<file path="src/rtl/sha256_w_stream_reader.sv">
// SHA-256 message schedule reader: takes one 512-bit block and streams W_0..W_(ROUNDS-1) over a valid/ready port.
// Build macro SHA256_DOUBLE_PAD_EN: load only a 256-bit digest and apply the fixed second-hash padding.
module sha256_w_stream_reader #(
    parameter int ROUNDS = 64
) (
    input  logic         CLK,
    input  logic         RST,
    input  logic         blk_valid,
    output logic         blk_ready,
    input  logic [511:0] blk_in,
    output logic         w_valid,
    input  logic         w_ready,
    output logic [31:0]  w_out,
    output logic [5:0]   w_idx,
    output logic         w_last,
    output logic         busy
);

    typedef enum logic {
        IDLE,
        STREAM
    } state_t;

    localparam logic [5:0] LAST_IDX = 6'(ROUNDS - 1);

    state_t      state;
    state_t      state_next;
    logic [31:0] win [16];
    logic [5:0]  idx;
    logic [31:0] w_new;
    logic        blk_take;
    logic        w_take;

    function automatic logic [31:0] sig0(input logic [31:0] x);
        return {x[6:0], x[31:7]} ^ {x[17:0], x[31:18]} ^ (x >> 3);
    endfunction

    function automatic logic [31:0] sig1(input logic [31:0] x);
        return {x[16:0], x[31:17]} ^ {x[18:0], x[31:19]} ^ (x >> 10);
    endfunction

    // Word i of the block as it enters the window (big-endian word order).
    function automatic logic [31:0] load_word(input logic [511:0] blk, input int i);
`ifdef SHA256_DOUBLE_PAD_EN
        if (i < 8) begin
            return blk[511 - 32*i -: 32];
        end else if (i == 8) begin
            return 32'h8000_0000;
        end else if (i == 15) begin
            return 32'h0000_0100;
        end else begin
            return 32'h0000_0000;
        end
`else
        return blk[511 - 32*i -: 32];
`endif
    endfunction

    assign w_new = sig1(win[14]) + win[9] + sig0(win[1]) + win[0];

    always_comb begin
        state_next = state;
        blk_ready  = 1'b0;
        w_valid    = 1'b0;
        w_out      = 32'h0;
        w_idx      = 6'd0;
        w_last     = 1'b0;
        busy       = 1'b0;
        case (state)
            IDLE: begin
                blk_ready = !RST;
                if (blk_valid) begin
                    state_next = STREAM;
                end
            end
            STREAM: begin
                busy    = 1'b1;
                w_valid = !RST;
                w_out   = win[0];
                w_idx   = idx;
                w_last  = !RST && (idx == LAST_IDX);
                if (w_ready && (idx == LAST_IDX)) begin
                    state_next = IDLE;
                end
            end
            default: state_next = IDLE;
        endcase
    end

    assign blk_take = blk_ready & blk_valid;
    assign w_take   = w_valid & w_ready;

    always_ff @(posedge CLK) begin
        if (RST) begin
            state <= IDLE;
        end else begin
            state <= state_next;
        end
    end

    // Sliding window: W_t always sits in win[0]; each handshake shifts in W_(t+16).
    always_ff @(posedge CLK) begin
        if (RST) begin
            idx <= 6'd0;
            for (int i = 0; i < 16; i++) begin
                win[i] <= 32'h0;
            end
        end else if (blk_take) begin
            idx <= 6'd0;
            for (int i = 0; i < 16; i++) begin
                win[i] <= load_word(blk_in, i);
            end
        end else if (w_take) begin
            for (int i = 0; i < 15; i++) begin
                win[i] <= win[i + 1];
            end
            win[15] <= w_new;
            idx     <= (idx == LAST_IDX) ? 6'd0 : idx + 6'd1;
        end
    end

endmodule
</file>
<file path="config.mk">
export PLATFORM = sky130hd
export DESIGN_NAME = sha256_w_stream_reader
export DESIGN_NICKNAME = d
export VERILOG_FILES = /design/src/rtl/sha256_w_stream_reader.sv
export SDC_FILE = /design/constraint.sdc
export NUM_CORES = 1
export LEC_CHECK = 0
export BUFFER_PORTS_ARGS = -buffer_cell sky130_fd_sc_hd__buf_2
export CAP_MARGIN = 15
export CORE_MARGIN = 5
export CORE_UTILIZATION = 50
export DETAILED_ROUTE_END_ITERATION = 8
export PLACE_DENSITY_LB_ADDON = 0.1
export SETUP_SLACK_MARGIN = 0.15
export SYNTH_ARGS = -nofsm -noshare
export SYNTH_HDL_FRONTEND = slang
export SYNTH_SLANG_ARGS = --single-unit
</file>
<file path="constraint.sdc">
create_clock -name CLK -period 8.4 [get_ports CLK]
set_clock_uncertainty 0.1 [all_clocks]
set_input_delay 0.84 -clock CLK [delete_from_list [all_inputs] [get_ports CLK]]
set_output_delay 0.84 -clock CLK [all_outputs]
set_load 0.005 [all_outputs]
</file>
==> reports/results.ini, run 1 <==
[die]
core_area_mm2 = 0.05520
ioPinCount = 558
die_w_um = 246.5
dieArea_mm2 = 0.06075
die_y_um = 246.5
rows = 86
start_util_pct = 50.66

[critical_path]
critPathBufInv = 3
critPathKind = reg -> reg
critPathMaxStageDelay_ns = 0.54
r2r-end = win[0][511]
crit_fanout = 4
critPathTopFamily = adder cells
timing.rr.start = win[0][466]
cp_slowest_cell = a211oi_1
worstSetupStartpointType = flop
r2r_slack_ns = 3.57
worstPathRequired_ns = 8.62
cp.arrival_ns = 5.05
crit_chain = xnor2_1 > xnor2_1 > fa_1 > inv_1 > fa_1 > inv_1 > ha_1 > inv_1 > fa_1 > and2b_1 > o2111ai_2 > a211oi_1 > nor3_1 > o311ai_2 > xnor2_1 > o21ai_1
critPathCaptureType = flop
r2r_cells = 16

[worst_hold_path]
min_from = win[0][497]
whs_path_depth = 2
hold_path_class = reg -> reg
min_to = win[0][465]

[route]
wire_per_inst_um = 24.22
route.met3.wl_um = 8250
vias = 22490
drtIter0Drc = 2466
first_pass_iters = 6
wl_met1_um = 39540
drc = 0
wl_um = 98880
vias_per_cell = 5.509
top_layer = met5
wl_met2_um = 47510
detail-route-antenna-nets = 0

[global_route]
antenna_found_initial = 5
overflow = 0
grt_max_degree = 223
grt_pass1_wl_um = 140500
grt_pass1_vias = 22160
gr-usage-all-layers_pct = 31.25

[placement]
portBuffers = 557
dpl.hpwl_um = 74600
place.gp.congestion = 0.9636
pre_cts_slack_ns = 3.705
dp_cells = 3983

[power_and_ir_drop]
sw_frac_of_total_pct = 37.87
cellLeakagePower_nw = 14.21
power.switching_mw = 3.487
powerDensity_mw_per_mm2 = 280.1
p_seq_share_pct = 36.5
ir_drop_uv = 186.1
clkPwrFrac_pct = 25.0
combinationalPowerShare_pct = 38.6
internal_power_mw = 5.721

[synthesis]
ys_seq_area_share_pct = 55.48
synth_cell_types = 56
synthTopCellsByArea = edfxtp_1, nand2_1, a21oi_1
synth_edf_count = 512
syn_avg_cell_area_um2 = 9.836
syn_inst = 2843
synthTopCellsByCount = nand2_1, edfxtp_1, a21oi_1
syn_area_mm2 = 0.02796
ys_warn_count = 0
synth-seq-cells = 519
yosysMostFrequentCell = nand2_1
yosysTopAreaCellShare_pct = 54.98
synth_top_cell_by_area = edfxtp_1
async_flop_share_pct = 0
ys.flop_type = edfxtp_1
syn-num-nets = 3453

[timing]
min_period_over_period_pct = 57.47
tightest_slew_ns = 1.136
final_max_slew_viol_count = 0
fmax_mhz = 207.1
worst_slack_ns = 3.572
min_period_ns = 4.828
slew_headroom_pct = 24.27
rsz0062_at_grt = no
setup_viol = 0
fin_tns_setup_ns = 0
hold_viol = 0

[cts]
cts_buffers = 55
cts.repair.resized = 0
post_cts_buffers = 0
ctsHoldBuffers = 0
htreeDepth = 2
cts.sinks = 519
clk_latency_ns = 0.62
path_clk_slew_ns = 0.06
cts-root-buf = clkbuf_16
cts_buffer_depth = 3
cts_tree = done

[layout]
fill_cells = 4909
layout.cells.non_filler = 4082
drive_gt1_share_pct = 19.96
synthToLayoutAreaGrowth_pct = 17.57
fin_nets = 3903

[job]
maxCapViolations = 0

[run_status]
status = completed

worst max-delay path by stage:
| stage | endpoint | slack, ns | depth (start not counted) | start |
|---|---|---|---|---|
| 2_1_floorplan | win[0][100] | 0.98 | 6 | RST |
| 3_3_place_gp | win[0][511] | 3.63 | 14 | win[0][52] |
| 3_5_place_dp | win[0][289] | 3.70 | 7 | RST |
| 4_1_cts | win[0][511] | 3.69 | 16 | win[0][466] |
| 5_1_grt | win[0][507] | 3.45 | 15 | win[0][467] |
| 6_report | win[0][511] | 3.57 | 16 | win[0][466] |
state kept, by name, summed over array words and instances, names as in the netlist:
signal and cells:
win 512, idx 6, state 1
worst reg2reg max path, stage by stage, from the launching register on:
cell and delay [ns]:
edfxtp_1 0.52, xnor2_1 0.26, xnor2_1 0.19, fa_1 0.45, inv_1 0.07, fa_1 0.41, inv_1 0.07, ha_1 0.17
inv_1 0.07, fa_1 0.45, and2b_1 0.25, o2111ai_2 0.21, a211oi_1 0.54, nor3_1 0.21, o311ai_2 0.32, xnor2_1 0.17
o21ai_1 0.08
power by group through the flow:
stage               Clock [mW]  Combinational [mW]  Sequential [mW]
finish                    2.30                3.55             3.36
global route              2.43                3.84             3.37
CTS                       2.32                3.49             3.36
detailed placement           0                3.46             3.41
global placement             0                3.48             3.40
floorplan                    0                2.34             3.36
layout make-up:
type	instances	area [um2]	area share, %
Sequential cell	519	15510	47.19
Multi-Input combinational cell	1992	11200	34.06
Timing Repair Buffer	574	3000	9.126
Clock buffer	67	1421	4.323
Tap cell	748	935.9	2.847
Inverter	151	566.8	1.724
Clock inverter	29	234.0	0.7117
Antenna cell	2	5.005	0.01522
cells in the final DEF (no fill, tap or decap), types with 11 or more instances in the layout:
master and count:
buf_4 12, clkbuf_1 12, a21oi_1 353, xnor2_1 121
nand2_1 1006, o21ai_0 41, and2_1 40, buf_2 556
ha_1 32, clkinv_1 14, fa_1 62, clkbuf_16 55
inv_1 151, nand3b_1 177, xor2_1 29, nor2_1 18
nand3_1 11, edfxtp_1 512
kinds of logic after synthesis:
kind of cell	count (synthesis)	synth area share, %
buf+inv	332	4.622
xor+xnor	150	4.698
flops	519	55.48
simple gates	1293	20.44
compound gates	455	8.886
fa+ha+maj	94	5.870
per-layer routing:
layer,track usage [%],vias to the layer above
met2,50.82,1060
met1,43.07,10840
met5,0,-
li1,-,10450
met4,10.34,6
met3,5.305,140
per-stage QoR:
| stage | area (um2) | util [%] | power [mW] | hold WS (ns) |
|---|---|---|---|---|
| after floorplan | 27960 | - | 5.696 | 0.3593 |
| after global placement | 31190 | 56.50 | 6.881 | 0.3808 |
| after detailed placement | 31190 | 56.50 | 6.871 | 0.3864 |
| after CTS | 32840 | 59.50 | 9.174 | 0.3908 |
| after global routing | 32880 | 59.56 | 9.645 | 0.4108 |
| final | 32880 | 59.56 | 9.207 | 0.4007 |
(Power assumes the default switching activity.)
==> run 2, diff against run 1 <==
--- a/config.mk
+++ b/config.mk
@@ -5,6 +5,7 @@
 export SDC_FILE = /design/constraint.sdc
 export NUM_CORES = 1
 export LEC_CHECK = 0
+export ABC_AREA = 1
 export BUFFER_PORTS_ARGS = -buffer_cell sky130_fd_sc_hd__buf_2
 export CAP_MARGIN = 15
 export CORE_MARGIN = 5
==> constraint.sdc (replaced) <==
create_clock -name CLK -period 4.2 [get_ports CLK]
set_clock_uncertainty 0.1 [all_clocks]
set_input_delay 0.42 -clock CLK [delete_from_list [all_inputs] [get_ports CLK]]
set_output_delay 0.42 -clock CLK [all_outputs]
set_load 0.005 [all_outputs]
==> run 2 against run 1 <==
Compared with the run above:
- cell count is 8.1% higher
- via count is 6.4% higher
- clock power is 120% higher
- sequential share of layout area is 4.6 points lower
- core utilization is 6.9 points higher
- flip-flop and latch count stayed put
- synthesized cell count is 0.28% lower
- largest power group unchanged
- fmax is 21% higher
- design area is 11% higher
- critical path depth is 4 higher
- first-iteration DRC count is 4.3% higher
- sequential power is 100% higher
==> reports/results.ini, run 2 <==
[run_status]
status = completed

[route]
first_pass_iters = 7
drtIter0Drc = 2572
vias = 23940
detail-route-antenna-nets = 0
wl_um = 104500
wire_per_inst_um = 23.68
vias_per_cell = 5.423
drc = 0

[critical_path]
critPathMaxStageDelay_ns = 0.52
critPathTopFamily = adder cells
cp.arrival_ns = 4.24
critPathMostFrequentCell = nand2_1
crit_fanout = 4
cp_slowest_cell = edfxtp_1
crit_chain = xnor2_1 > xor2_1 > inv_1 > fa_1 > inv_1 > fa_1 > inv_1 > ha_1 > buf_4 > nand2_1 > nor2_1 > nand2_1 > nand3_1 > nand2_1 > nand2_2 > nand2_1 > nand2_1 > nand2_1 > nand3_1 > nand2_1
worstSetupStartpointType = flop
critPathBufInv = 4
critPathCaptureType = flop
worstPathRequired_ns = 4.45
critPathKind = reg -> reg

[synthesis]
synth_cell_types = 30
synthTopCellsByArea = edfxtp_1, nand2_1, nor2_1
ys_warn_count = 0
synth_top_cell_by_area = edfxtp_1
synth_edf_count = 512
syn_area_mm2 = 0.02752
syn_inst = 2835
ys_seq_area_share_pct = 56.38
yosysTopAreaCellShare_pct = 55.87
async_flop_share_pct = 0
syn-num-nets = 3445
syn_avg_cell_area_um2 = 9.707
synth-seq-cells = 519
ys.flop_type = edfxtp_1
synthTopCellsByCount = nand2_1, edfxtp_1, nor2_1
yosysMostFrequentCell = nand2_1

[power_and_ir_drop]
cellLeakagePower_nw = 17.38
finalPower_mw = 22.23
ir_drop_uv = 459.3
powerDensity_mw_per_mm2 = 610.4

[die]
rows = 86
start_util_pct = 50.25
dieArea_mm2 = 0.05983
die_w_um = 244.6
core_area_mm2 = 0.05477
die_y_um = 244.6
ioPinCount = 558

[layout]
regMostFlops = win
largestRegisters = win: 512 flops, idx: 6 flops, state: 1 flops
synthToLayoutAreaGrowth_pct = 32.33
final_cell_mix = buf_2, nand2_1, edfxtp_1, nor2_1, inv_1
fin_nets = 4260
drive_gt1_share_pct = 23.96
fill_cells = 4347
largest_reg_flops = 512
layout.cells.most_common = buf_2

[placement]
portBuffers = 557
place.gp.congestion = 0.9816
pre_cts_slack_ns = -0.2847
dpl.hpwl_um = 76360

[timing]
worst_slack_ns = 0.2094
hold_viol = 0
fmax_mhz = 250.6
min_period_over_period_pct = 95.01
tightest_slew_ns = 1.015
slew_headroom_pct = 32.34
rsz0062_at_grt = yes
min_period_ns = 3.991
final_max_slew_viol_count = 0
setup_viol = 0

[global_route]
grt_pass1_vias = 23840
grt_pass1_wl_um = 148700
gr-usage-all-layers_pct = 33.41
overflow = 0
antenna_found_initial = 17
grt_max_degree = 233

[cts]
cts-root-buf = clkbuf_16
htreeDepth = 2
clk_latency_ns = 0.61
cts.sinks = 519
cts_buffer_depth = 3
path_clk_slew_ns = 0.06
cts_buffers = 54
cts_tree = done

[job]
maxCapViolations = 0

[worst_hold_path]
hold_path_class = in -> reg

==> run 2: path summary, 6_finish.rpt <==
| check | to | start | cells past startpoint | slack, ns |
|---|---|---|---|---|
| max | win[0][511] | win[0][38] | 20 | 0.21 |
| min | win[0][471] | blk_in[55] | 2 | 0.02 |
| max reg2reg | win[0][511] | win[0][38] | 20 | 0.21 |
| min reg2reg | win[0][318] | win[0][350] | 2 | 0.41 |
==> run 2: timing repair <==
item / in CTS / in global routing
hold buffers: 217 / 0
endpoints found under the hold margin: 217 / 0
resized for setup: 20 / 121
buffers inserted: 10 / 29
pin swaps: 3 / 44
setup endpoints to repair: 19 / 25
==> run 2: cells by family (layout without fill, tap and decap cells) <==
logic type               count (synthesis)  count (layout)  share of synthesized area [%]
AO/OA/AOI/OAI                          466             466                          10.44
XOR/XNOR                               126             126                          4.010
other                                    0              17                              0
AND/OR/NAND/NOR                       1141            1141                          16.03
buffers and inverters                  489            1347                          7.183
flip-flops                             519             519                          56.38
adder cells (fa/ha/maj)                 94              94                          5.965
==> run 2: layout make-up <==
class	count	area, um2	share of cell area (%)
flip-flops and latches	519	15510	42.60
multi-input cells	1827	10680	29.32
repair buffers	901	6088	16.72
clock buffers	67	1516	4.164
inverters	347	1320	3.625
well taps	704	880.8	2.419
clock inverters	32	377.9	1.038
diodes	17	42.54	0.1168
==> run 2: power by group <==
group          switching (mW)  internal [mW]
Sequential              0.332           6.40
Clock                    2.14           3.01
Combinational            6.39           3.95
==> run 2: stage by stage <==
stage	std cells	util [%]	setup TNS (ns)	instance area [um2]	hold slack, ns
after floorplan	2835	-	0	27530	0.3736
after global placement	4042	57.31	-0.8961	31390	0.4000
after detailed placement	4042	57.31	-0.6879	31390	0.4021
after CTS	4368	65.02	0	35610	0.00006378
after global routing	4410	66.47	0	36410	0.006229
final	4414	66.49	0	36420	0.01935
==> run 2: metal layers <==
layer | routed length, um | global-route usage (%)
met4 | 6410 | 16.39
met3 | 8088 | 5.596
met2 | 49810 | 55.43
met5 | 40 | 0
met1 | 40180 | 42.90
